[src/rtl/lsu_axi_rd_arb.sv]
// lsu_axi_rd_arb
//   Read-channel scheduler for the LSU. Two load engines (0 = IRAM fill,
//   1 = WRAM fill) share one AXI AR/R port. AR requests are arbitrated
//   round-robin with a per-requester cap on outstanding bursts. R beats
//   are steered back to their owner by rid; foreign IDs are drained.
//
// Ports
//   clk, rst_n              core clock, asynchronous active-low reset
//   req_vld / req_rdy       per-requester request valid / one-cycle grant
//   reqN_addr/len/num/str   per-requester burst payload
//   lsu_axi_ar*             AXI read-address channel (registered)
//   axi_lsu_r*, lsu_axi_rrdy AXI read-data channel
//   rsp_vld / rsp_rdy       per-requester beat handshake
//   rsp_data/last/err       shared beat payload, err = (rresp != OKAY)
//   err_unexp_rid           sticky: foreign rid beat or stray rlast
//   rd_timeout              sticky watchdog flag
//
// Build option
//   LSU_RD_ARB_TIMEOUT_EN   enables the read watchdog; otherwise
//                           rd_timeout is tied low.
module lsu_axi_rd_arb #(
  parameter logic [6:0]  ID_BASE     = 7'h20,
  parameter int unsigned MAX_OUTST   = 4,
  parameter int unsigned TIMEOUT_CYC = 1024
) (
  input  logic        clk,
  input  logic        rst_n,
  input  logic [1:0]  req_vld,
  output logic [1:0]  req_rdy,
  input  logic [9:0]  req0_addr,
  input  logic [9:0]  req1_addr,
  input  logic [7:0]  req0_len,
  input  logic [7:0]  req1_len,
  input  logic [7:0]  req0_num,
  input  logic [7:0]  req1_num,
  input  logic [2:0]  req0_str,
  input  logic [2:0]  req1_str,
  output logic [7:0]  lsu_axi_arid,
  output logic [9:0]  lsu_axi_araddr,
  output logic [7:0]  lsu_axi_arlen,
  output logic [2:0]  lsu_axi_arsize,
  output logic [1:0]  lsu_axi_arburst,
  output logic [2:0]  lsu_axi_arstr,
  output logic [7:0]  lsu_axi_arnum,
  output logic        lsu_axi_arvld,
  input  logic        axi_lsu_arrdy,
  input  logic [7:0]  axi_lsu_rid,
  input  logic [63:0] axi_lsu_rdata,
  input  logic [1:0]  axi_lsu_rresp,
  input  logic        axi_lsu_rlast,
  input  logic        axi_lsu_rvld,
  output logic        lsu_axi_rrdy,
  output logic [1:0]  rsp_vld,
  input  logic [1:0]  rsp_rdy,
  output logic [63:0] rsp_data,
  output logic        rsp_last,
  output logic        rsp_err,
  output logic        err_unexp_rid,
  output logic        rd_timeout
);

  localparam logic [3:0] MAX_Q = 4'(MAX_OUTST);

  typedef enum logic {
    S_IDLE,
    S_AR_WAIT
  } state_t;

  state_t      state_q, state_d;
  logic        rr_ptr_q, rr_ptr_d;
  logic [3:0]  outst0_q, outst0_d;
  logic [3:0]  outst1_q, outst1_d;
  logic        err_q, err_d;

  logic [7:0]  arid_q, arid_d;
  logic [9:0]  araddr_q, araddr_d;
  logic [7:0]  arlen_q, arlen_d;
  logic [2:0]  arsize_q, arsize_d;
  logic [1:0]  arburst_q, arburst_d;
  logic [2:0]  arstr_q, arstr_d;
  logic [7:0]  arnum_q, arnum_d;
  logic        arvld_q, arvld_d;

  logic [1:0]  elig;
  logic [1:0]  grant;
  logic        gnt_src;
  logic        ar_hs;
  logic        rid_match;
  logic        rid_owner;
  logic        r_hs;
  logic        burst_done;
  logic        inc0, inc1, dec0, dec1;
  logic        stray0, stray1;

  // Arbitration
  always_comb begin
    elig[0] = req_vld[0] && (outst0_q < MAX_Q);
    elig[1] = req_vld[1] && (outst1_q < MAX_Q);
    grant   = 2'b00;
    if (state_q == S_IDLE) begin
      if (elig == 2'b11) grant = rr_ptr_q ? 2'b10 : 2'b01;
      else               grant = elig;
    end
    gnt_src = grant[1];
  end

  // Grant is combinational; masked so nothing is accepted during reset.
  assign req_rdy = grant & {2{rst_n}};

  // AR FSM and payload capture
  always_comb begin
    state_d   = state_q;
    rr_ptr_d  = rr_ptr_q;
    arid_d    = arid_q;
    araddr_d  = araddr_q;
    arlen_d   = arlen_q;
    arsize_d  = arsize_q;
    arburst_d = arburst_q;
    arstr_d   = arstr_q;
    arnum_d   = arnum_q;
    arvld_d   = arvld_q;
    case (state_q)
      S_IDLE: begin
        if (grant != 2'b00) begin
          arid_d    = {ID_BASE, gnt_src};
          araddr_d  = gnt_src ? req1_addr : req0_addr;
          arlen_d   = gnt_src ? req1_len  : req0_len;
          arnum_d   = gnt_src ? req1_num  : req0_num;
          arstr_d   = gnt_src ? req1_str  : req0_str;
          arsize_d  = 3'd3;
          arburst_d = 2'b01;
          arvld_d   = 1'b1;
          rr_ptr_d  = ~gnt_src;
          state_d   = S_AR_WAIT;
        end
      end
      S_AR_WAIT: begin
        if (axi_lsu_arrdy) begin
          arvld_d = 1'b0;
          state_d = S_IDLE;
        end
      end
      default: state_d = S_IDLE;
    endcase
  end

  assign ar_hs = arvld_q && axi_lsu_arrdy;

  // R steering
  always_comb begin
    rid_match = (axi_lsu_rid[7:1] == ID_BASE);
    rid_owner = axi_lsu_rid[0];
    rsp_vld   = 2'b00;
    if (rid_match) begin
      rsp_vld[rid_owner] = axi_lsu_rvld;
      lsu_axi_rrdy       = rsp_rdy[rid_owner];
    end else begin
      lsu_axi_rrdy = 1'b1;
    end
  end

  assign rsp_data   = axi_lsu_rdata;
  assign rsp_last   = axi_lsu_rlast;
  assign rsp_err    = |axi_lsu_rresp;
  assign r_hs       = axi_lsu_rvld && lsu_axi_rrdy;
  assign burst_done = r_hs && axi_lsu_rlast && rid_match;

  // Outstanding counters. Inc and dec together cancel; a dec with
  // nothing outstanding is a stray rlast and is flagged instead.
  always_comb begin
    inc0   = ar_hs && !arid_q[0];
    inc1   = ar_hs &&  arid_q[0];
    dec0   = burst_done && !rid_owner;
    dec1   = burst_done &&  rid_owner;
    stray0 = dec0 && !inc0 && (outst0_q == 4'd0);
    stray1 = dec1 && !inc1 && (outst1_q == 4'd0);

    outst0_d = outst0_q;
    if (inc0 && !dec0)                         outst0_d = outst0_q + 4'd1;
    else if (dec0 && !inc0 && outst0_q != 4'd0) outst0_d = outst0_q - 4'd1;

    outst1_d = outst1_q;
    if (inc1 && !dec1)                         outst1_d = outst1_q + 4'd1;
    else if (dec1 && !inc1 && outst1_q != 4'd0) outst1_d = outst1_q - 4'd1;

    err_d = err_q || (axi_lsu_rvld && !rid_match) || stray0 || stray1;
  end

  always_ff @(posedge clk or negedge rst_n) begin
    if (!rst_n) begin
      state_q   <= S_IDLE;
      rr_ptr_q  <= 1'b0;
      outst0_q  <= '0;
      outst1_q  <= '0;
      err_q     <= 1'b0;
      arid_q    <= '0;
      araddr_q  <= '0;
      arlen_q   <= '0;
      arsize_q  <= '0;
      arburst_q <= '0;
      arstr_q   <= '0;
      arnum_q   <= '0;
      arvld_q   <= 1'b0;
    end else begin
      state_q   <= state_d;
      rr_ptr_q  <= rr_ptr_d;
      outst0_q  <= outst0_d;
      outst1_q  <= outst1_d;
      err_q     <= err_d;
      arid_q    <= arid_d;
      araddr_q  <= araddr_d;
      arlen_q   <= arlen_d;
      arsize_q  <= arsize_d;
      arburst_q <= arburst_d;
      arstr_q   <= arstr_d;
      arnum_q   <= arnum_d;
      arvld_q   <= arvld_d;
    end
  end

  assign lsu_axi_arid    = arid_q;
  assign lsu_axi_araddr  = araddr_q;
  assign lsu_axi_arlen   = arlen_q;
  assign lsu_axi_arsize  = arsize_q;
  assign lsu_axi_arburst = arburst_q;
  assign lsu_axi_arstr   = arstr_q;
  assign lsu_axi_arnum   = arnum_q;
  assign lsu_axi_arvld   = arvld_q;
  assign err_unexp_rid   = err_q;

`ifdef LSU_RD_ARB_TIMEOUT_EN
  logic [15:0] wdog_q, wdog_d;
  logic        rd_to_q, rd_to_d;
  logic        busy;

  // Counts idle cycles while bursts are pending; any R handshake restarts it.
  always_comb begin
    busy    = (outst0_q != 4'd0) || (outst1_q != 4'd0);
    wdog_d  = wdog_q;
    rd_to_d = rd_to_q;
    if (!busy || r_hs) begin
      wdog_d = '0;
    end else begin
      if (wdog_q != 16'hFFFF) wdog_d = wdog_q + 16'd1;
      if (({16'd0, wdog_q} + 32'd1) >= 32'(TIMEOUT_CYC)) rd_to_d = 1'b1;
    end
  end

  always_ff @(posedge clk or negedge rst_n) begin
    if (!rst_n) begin
      wdog_q  <= '0;
      rd_to_q <= 1'b0;
    end else begin
      wdog_q  <= wdog_d;
      rd_to_q <= rd_to_d;
    end
  end

  assign rd_timeout = rd_to_q;
`else
  assign rd_timeout = 1'b0;
`endif

endmodule

[config.mk]
export PLATFORM = sky130hd
export DESIGN_NAME = lsu_axi_rd_arb
export DESIGN_NICKNAME = d
export VERILOG_FILES = /design/src/rtl/lsu_axi_rd_arb.sv
export SDC_FILE = /design/constraint.sdc
export NUM_CORES = 1
export LEC_CHECK = 0
export CELL_PAD_IN_SITES_DETAIL_PLACEMENT = 0
export CELL_PAD_IN_SITES_GLOBAL_PLACEMENT = 1
export CORE_MARGIN = 5
export CORE_UTILIZATION = 22
export DETAILED_ROUTE_END_ITERATION = 6
export GPL_TIMING_DRIVEN = 0
export HOLD_SLACK_MARGIN = 0.06
export PLACE_DENSITY_LB_ADDON = 0.1
export REMOVE_ABC_BUFFERS = 1
export SLEW_MARGIN = 40
export SYNTH_ARGS = -nofsm -noshare
export SYNTH_HDL_FRONTEND = slang
export SYNTH_SLANG_ARGS = --single-unit
[constraint.sdc]
create_clock -name clk -period 5.8 [get_ports clk]
set_input_delay 0.87 -clock clk [delete_from_list [all_inputs] [get_ports clk]]
set_output_delay 0.87 -clock clk [all_outputs]
set_load 0.01 [all_outputs]
; ---- Word-level counts from Yosys, hierarchy flattened
; Cells that the tools add are included.
[totals]
output_inout_bits = 116
register_bits = 45
elab_cells = 92
[classes]
magnitude_cmp = 4
n_addsub = 4
eq_ne = 4
reduce_logical = 40
n_mux = 23
bitwise_logic = 4
[op_table]
columns = cell, n
row1 = $logic_and A1 B1 Y1, 20
row2 = $mux W4, 4
row3 = $mux W8, 2
row4 = $mux W10, 1
row5 = $add A4 B1 Y4 const B, 2
row6 = $logic_not A4 Y1, 2
row7 = $lt A4 B3 Y1 const B, 2
row8 = $mux W1, 8
row9 = $mux W2, 4
row10 = $reduce_bool A4 Y1, 2
row11 = $sub A4 B1 Y4 const B, 2
row12 = $eq A7 B6 Y1 const B, 1
row13 = $logic_not A1 Y1, 7
row14 = $reduce_bool A2 Y1, 3
row15 = $and A2 B2 Y2, 2
row16 = $pmux W1 S2, 2
row17 = $reduce_and A2 Y1, 2
row18 = $logic_or A1 B1 Y1, 3
row19 = $mux W3, 1
row20 = $eq A2 B2 Y1 const B, 1
row21 = $lt A1 B2 Y1 const B, 1
row22 = $ne A2 B1 Y1 const B, 1
row23 = $ne A2 B2 Y1 const B, 1
row24 = $not A1 Y1, 2
row25 = other kinds (3), 3

; ---- Depth between registers and ports, before layout
; Gate-level depths: netlist (run 1).
[logic_depth]
depth_word = 11
ltp_mapped = 8
mapped_depth_nobuf = 8

; ---- Worst setup path after synthesis (run 1)
; OpenSTA, ideal clock, no wires.
[synth_timing]
kind = input port to flip-flop
from = input axi_lsu_rid[3]
to = register outst0_q[3]
n_path_buf = 0
arrival_ns = 2.852
setup_slack_ns = 2.868
required_ns = 5.721
stages = 8
path_cell_list = or4b_4 > nor4_2 > or2b_2 > ha_1 > a21o_1 > a21oi_1 > mux2i_1 > xor2_1
[synth_between]
elab_chain_len = 9
elab_cells_between_ends = 12
classes_between = 1 x eq/ne / 2 x mux / 9 x reduce/logical
[synth_rtl]
columns = item, line_no
row1 = from (decl), 47  ; input logic [7:0] axi_lsu_rid,
row2 = $eq A7 B6 Y1 (*), 151  ; rid_match = (axi_lsu_rid[7:1] == ID_BASE);
row3 = $mux W1, 154  ; if (rid_match) begin
row4 = $logic_and A1 B1 Y1, 165  ; assign r_hs = axi_lsu_rvld && lsu_axi_rrdy;
row5 = $logic_and A1 B1 Y1, 166  ; assign burst_done = r_hs && axi_lsu_rlast && rid_match;
row6 = $logic_and A1 B1 Y1 (*), 166
row7 = $logic_and A1 B1 Y1 (*), 173  ; dec0 = burst_done && !rid_owner;
row8 = $logic_not A1 Y1 / $logic_and A1 B1 Y1 (equally long branches), "179, 180"
row9 = "$logic_and A1 B1 Y1, on equally long branches", "179, 180"
row10 = $mux W4 / $reduce_bool A2 Y1 (equally long branches), n/a
row11 = to (signal assigned), 207  ; outst0_q <= outst0_d;
row12 = to (decl), 71  ; logic [3:0] outst0_q, outst0_d;
; Every way passes the cells marked *; elsewhere a longest branch is shown, timed or not.
; A chain may end at the register's enable or synchronous reset.

; ---- Worst setup path after layout (run 1)
[layout_timing]
from = input req_vld[0]
to = output req_rdy[0]
[layout_between]
elab_chain_len = 5
[layout_rtl]
columns = item, line_no
row1 = from (decl), 28  ; input logic [1:0] req_vld,
row2 = $logic_and A1 B1 Y1 (*), 97  ; elig[0] = req_vld[0] && (outst0_q < MAX_Q);
row3 = $eq A2 B2 Y1, 101  ; if (elig == 2'b11) grant = rr_ptr_q ? 2'b10 : 2'b01;
row4 = $mux W2 (*), 101
row5 = $mux W2 (*), 100  ; if (state_q == S_IDLE) begin
row6 = $and A2 B2 Y2 (*), 108  ; assign req_rdy = grant & {2{rst_n}};
row7 = to (decl), 29  ; output logic [1:0] req_rdy,
; Marked as above.

==> results.toml, run 1 <==
[pwr]
p_leak_nw = 1.566
switching_share_pct = 34.90
p_int_w = 0.001079
peakVddDrop_mv = 0.1405
finalPower_w = 0.001658
clockPowerShare_pct = 18.9
seqPwrFrac_pct = 33.4
comb_power_share_pct = 47.7
p_sw_w = 0.0005786
p_per_area_nw_per_um2 = 433.9

[timing]
whs_ns = 0.4223
final.min_clock_period_ns = 4.242
fmax_mhz = 235.7
slew_viol_final = 0
fin_crit_sh_pct = 73.14
rsz0062_at_grt = "no"
setup_tns_ns = 0
worst_pin_slew_ns = 0.5695
skew_ns = 0.007743
setup_viol = 0
max-slew-margin-rel_pct = 62.03
hold_viol_final = 0

[finish]
nNetsFinal = 491
postLayoutCellArea_um2 = 3821
stdcell_count = 512
diodes = 0
syn_to_final_growth_pct = 38.94
final_layout_size_suffix_gt1_share_pct = 9.302

[setup_path]
reg2reg_from = "outst0_q[2]$_DFFE_PN0P_"
cp.required_ns = 4.93
reg2reg_to = "lsu_axi_araddr[8]$_DFFE_PN0P_"
critPathKind = "in2out"
cp_data_arrival_time_ns = 3.37
reg2regPathDepth = 5
crit_path_start_kind = "input pin"
end_kind = "output port"
ff2ff_setup_slack_ns = 3.58
cp_max_fo = 13

[clock_tree]
cts_tree = "built"
htreeDepth = 2
cts_root_buf = "clkbuf_16"
cts_hold_buffers = 0
clock_path_buffers = 2
cts_sinks = 43
clkLatencyLatePin_ns = 0.28
post_cts_resized = 0
clk_pin_slew_ns = 0.06
post_cts_buffers = 0
cts_buffers = 5

[grt]
grt_usage_pct = 14.92
antenna_found_initial = 0
grt_pass1_vias = 2219
grt_first_pass_wirelength_um = 15970
grt_overflow_total = 0
grt_max_degree = 36

[place]
placed_area_um2 = 3662
portBuffers = 119
placed_cells = 505
dp_hpwl_um = 9578
gp_congestion = 0.7445

[floorplan]
start_util_pct = 22.71
die_w_um = 121.8
rows = 40
core_area_um2 = 12110
io_pins = 257
die_y_um = 121.8
die_area_um2 = 14840

[logic_synthesis]
synth-seq-cells = 43
yosys_warnings = 0
synthArstFlopShare_pct = 100.0
synthCells = 289
synth.largest_area_cell = "dfrtp_1"
syn_area_um2 = 2750
synth_top_area_share_pct = 39.13
synth_seq_area_share_pct = 39.13
synth_edf_count = 0
syn_avg_cell_area_um2 = 9.516
synth_area_leaders = "dfrtp_1, buf_4, a22oi_1"
synthDistinctLibCells = 39
ys.flop_type = "dfrtp_1"

[route]
remaining_drc_errors = 0
viasPerCell = 4.219
wl_per_cell_um = 22.41
totalWireLength_um = 11480
first_iter_violations = 48
via_count = 2160
firstDrtPassIters = 4
final_antenna_net_count = 0

[worst_hold_path]
hp-class = "in2async"

[run_status]
status = "completed"

[job]
max_cap_violations = 0
## metal layers
metal / vias up / track usage [%] / share of wire, %
li1: 987 / - / -
met1: 947 / 16.69 / 38
met2: 211 / 17.65 / 34
met3: 11 / 17.73 / 26
met4: 4 / 2.451 / 0.76
met5: - / 6.597 / 1.0
## critical path, stage by stage
cell and delay, ns:
clkdlybuf4s50_1 0.47, or3b_1 0.47, a311oi_4 0.58, buf_4 0.31, and2_1 0.14, clkdlybuf4s50_1 0.53
## stage by stage
stage / setup slack [ns] / util, %
2_1_floorplan: 1.792 / -
3_3_place_gp: -0.5846 / 29.39
3_5_place_dp: 1.485 / 30.24
4_1_cts: 1.485 / 31.55
5_1_grt: 1.385 / 31.55
6_report: 1.558 / 31.55
## power groups by stage
stage | logic [W] | registers [W] | clock network [W]
after floorplan | 0.000335 | 0.000592 | 0
after global placement | 0.000773 | 0.000552 | 0
after detailed placement | 0.000807 | 0.000559 | 0
after CTS | 0.000809 | 0.000556 | 0.000324
after global routing | 0.000878 | 0.000577 | 0.000334
final | 0.000791 | 0.000554 | 0.000313
## how the worst max path moves through the flow
stage	startpoint	end	slack, ns	cells after the start
after floorplan	req_vld[0]	req_rdy[1]	1.79	4
after global placement	req_vld[0]	req_rdy[1]	-0.58	6
after detailed placement	req_vld[0]	req_rdy[0]	1.49	6
after CTS	req_vld[0]	req_rdy[0]	1.48	6
after global routing	req_vld[0]	req_rdy[1]	1.39	8
final	req_vld[0]	req_rdy[0]	1.56	6
## registers in the layout (all words and copies together) (netlist names)
| register | count |
|---|---|
| state_q | 1 |
| lsu_axi_arburst | 1 |
| outst0_q | 4 |
| lsu_axi_arid | 1 |
| lsu_axi_arnum | 8 |
| lsu_axi_arstr | 3 |
| lsu_axi_arvld | 1 |
| outst1_q | 4 |
| rr_ptr_q | 1 |
| lsu_axi_araddr | 10 |
| err_unexp_rid | 1 |
| lsu_axi_arlen | 8 |
## cells by family (layout without fill, tap and decap cells)
kind of cell | after synthesis | in the layout | synth area share (%)
flip-flops | 43 | 43 | 39.13
AO/OA/AOI/OAI | 67 | 67 | 15.42
adder cells (fa/ha/maj) | 6 | 6 | 3.276
buffers and inverters | 115 | 162 | 26.43
multiplexers | 9 | 9 | 4.004
XOR/XNOR | 6 | 6 | 1.911
other | 1 | 9 | 0.1364
AND/OR/NAND/NOR | 42 | 42 | 9.691
## area by class of cell
type | instances | area, um2
multi-input cells | 139 | 1005
clock buffers | 6 | 128.9
well taps | 168 | 210.2
inverters | 28 | 105.1
repair buffers | 127 | 1266
flip-flops and latches | 43 | 1076
fillers | 1274 | 8290
clock inverters | 1 | 30.03
## synth_stat cells, types with 2 or more instances
cell and count:
a21o_1 4, a21oi_1 4, a22oi_1 26, and2_1 2, buf_2 2, buf_4 78
clkbuf_1 7, dfrtp_1 43, fa_1 2, ha_1 4, inv_1 28, mux2_4 4
mux2i_1 5, nand2_1 9, nand2_4 2, nand3_1 4, nor2_1 8, nor4_1 2
o21ai_0 29, or2_2 2, xor2_1 6
## placed cells by master, fill, tap and decap left out, types with 3 or more instances in the layout
cell type,Yosys,routed
clkdlybuf4s50_1,0,118
conb_1,1,9
buf_4,78,6
dfrtp_1,43,43
mux2_4,4,4
o21ai_0,29,29
a21oi_1,4,3
nor2_1,8,8
nand2_1,9,9
xor2_1,6,6
clkbuf_16,0,5
a22oi_1,26,26
nand3_1,4,4
a21o_1,4,4
ha_1,4,4
mux2i_1,5,5
inv_1,28,28
Power figures use the tool's default switching activity.
==> run 2, diff against run 1 <==
--- a/config.mk
+++ b/config.mk
@@ -8,7 +8,7 @@
 export CELL_PAD_IN_SITES_DETAIL_PLACEMENT = 0
 export CELL_PAD_IN_SITES_GLOBAL_PLACEMENT = 1
 export CORE_MARGIN = 5
-export CORE_UTILIZATION = 22
+export CORE_UTILIZATION = 21
 export DETAILED_ROUTE_END_ITERATION = 6
 export GPL_TIMING_DRIVEN = 0
 export HOLD_SLACK_MARGIN = 0.06
==> constraint.sdc (replaced) <==
create_clock -name clk -period 4 [get_ports clk]
set_input_delay 0.6 -clock clk [delete_from_list [all_inputs] [get_ports clk]]
set_output_delay 0.6 -clock clk [all_outputs]
set_load 0.01 [all_outputs]
==> run 2 against run 1 <==
Non-clock buffer count up 1. Via count increased by 0.14%. Clock skew shrank 0.0032 ns. Critical path depth is 1 lower. Count of clock-buffer cells in the layout rose by 1. Critical path type unchanged. Largest cell class unchanged.
==> results.toml, run 2 (synthesis results as in run 1) <==
[run_status]
status = "completed"

[clock_tree]
cts_tree = "built"
cts_root_buf = "clkbuf_16"
post_cts_resized = 0
clk_pin_slew_ns = 0.06
htreeDepth = 2
cts_sinks = 43
clkLatencyLatePin_ns = 0.28
cts_buffers = 5
post_cts_buffers = 0
cts_hold_buffers = 0
clock_path_buffers = 2

[finish]
final_common_cell = "clkdlybuf4s50_1"
nNetsFinal = 492
diodes = 0
postLayoutCellArea_um2 = 3831
area.sequential_um2 = 1076
syn_to_final_growth_pct = 39.31
final_layout_size_suffix_gt1_share_pct = 9.538
largest_reg_flops = 10
final_cell_mix = "clkdlybuf4s50_1, dfrtp_1, o21ai_0"
nFillCells = 1364
multi_input_area_um2 = 1005

[setup_path]
critPathKind = "in2out"
cp_data_arrival_time_ns = 2.82
crit_path_start_kind = "input pin"
cp_max_fo = 9
reg2reg_to = "lsu_axi_araddr[6]$_DFFE_PN0P_"
end_kind = "output port"
reg2reg_from = "outst0_q[2]$_DFFE_PN0P_"
reg2regPathDepth = 7
cp.required_ns = 3.40
ff2ff_setup_slack_ns = 1.58

[timing]
hold_viol_final = 0
slew_viol_final = 0
rsz0062_at_grt = "no"
max-slew-margin-rel_pct = 60.28
fin_crit_sh_pct = 85.52
setup_tns_ns = 0
setup_viol = 0
final.min_clock_period_ns = 3.421
skew_ns = 0.004566
whs_ns = 0.2277
worst_pin_slew_ns = 0.5925
fmax_mhz = 292.3
worst_slack_ns = 0.5793

[route]
via_count = 2163
first_iter_violations = 54
wl_per_cell_um = 23.03
remaining_drc_errors = 0
viasPerCell = 4.176
final_antenna_net_count = 0
firstDrtPassIters = 4
totalWireLength_um = 11930

[job]
max_cap_violations = 0

[floorplan]
die_w_um = 124.4
die_area_um2 = 15480
start_util_pct = 21.62
rows = 41
core_area_um2 = 12720
die_y_um = 124.4
io_pins = 257

[pwr]
switching_share_pct = 35.93
p_per_area_nw_per_um2 = 617.8
p_int_w = 0.001516
clockPowerShare_pct = 16.7
peakVddDrop_mv = 0.1813
comb_power_share_pct = 49.3
p_sw_w = 0.0008505
p_leak_nw = 1.568
seqPwrFrac_pct = 33.9

[grt]
grt_pass1_vias = 2331
grt_overflow_total = 0
grt_first_pass_wirelength_um = 17130
antenna_found_initial = 0
grt_max_degree = 26
grt_usage_pct = 14.98

[place]
gp_congestion = 0.7300
dp_hpwl_um = 10180
placed_area_um2 = 3694
pre_cts_slack_ns = 0.5721
portBuffers = 119

[worst_hold_path]
hp-class = "in2async"
## run 2: cell types whose count changed in the layout (fill, tap and decap cells not counted)
| cell | change |
|---|---|
| buf_6 | +3 |
| buf_4 | -2 |
| buf_12 | -1 |
| buf_16 | +1 |
| bufinv_16 | -1 |
| clkbuf_1 | +1 |
| clkinv_2 | +1 |
## run 2: layer usage
metal,vias to the layer above,routed length [um],GRT usage (%)
met5,-,136,8.824
met4,4,61,1.870
met3,8,2979,18.35
met2,218,4289,18.13
met1,947,4460,16.14
li1,986,-,-
## run 2: through the flow
stage	utilization (%)	power, W	std cells
floorplan	-	0.001344	210
global placement	28.02	0.001930	501
detailed placement	29.03	0.002005	510
CTS	30.11	0.002415	518
global route	30.11	0.002573	518
finish	30.11	0.002367	518
## run 2: area by class of cell
cell class              count  area share (%)
well taps                 172           5.617
repair buffers            128           33.74
inverters                  28           2.743
clock inverters             1          0.1306
flip-flops and latches     43           28.09
clock buffers               7           3.462
multi-input cells         139           26.22
## run 2: how the worst max path moves through the flow
stage / cells after the start / end / slack (ns) / from
floorplan: 4 / req_rdy[1] / 0.53 / req_vld[0]
global placement: 6 / req_rdy[1] / -1.99 / req_vld[0]
detailed placement: 5 / req_rdy[0] / 0.57 / req_vld[0]
CTS: 5 / req_rdy[0] / 0.55 / req_vld[0]
global route: 7 / req_rdy[1] / 0.46 / req_vld[0]
finish: 5 / req_rdy[0] / 0.58 / req_vld[0]
## run 2: power by group through the flow
stage               combinational (W)  sequential [W]  clock [W]
floorplan                    0.000486        0.000858          0
global placement              0.00113        0.000801          0
detailed placement            0.00119        0.000815          0
CTS                           0.00119        0.000808   0.000413
global route                  0.00130        0.000843   0.000433
finish                        0.00117        0.000804   0.000396
## run 2: worst max-delay path: stages
cell	delay, ns
clkdlybuf4s50_1	0.45
or3b_1	0.47
a311oi_4	0.56
and2_1	0.20
clkdlybuf4s50_1	0.54
==> run 3, diff against run 2 <==
--- a/config.mk
+++ b/config.mk
@@ -14,6 +14,7 @@
 export HOLD_SLACK_MARGIN = 0.06
 export PLACE_DENSITY_LB_ADDON = 0.1
 export REMOVE_ABC_BUFFERS = 1
+export SETUP_SLACK_MARGIN = 0.3
 export SLEW_MARGIN = 40
 export SYNTH_ARGS = -nofsm -noshare
 export SYNTH_HDL_FRONTEND = slang
==> results of run 3 <==
Final layout, timing and power as in run 2 (identical DEF).
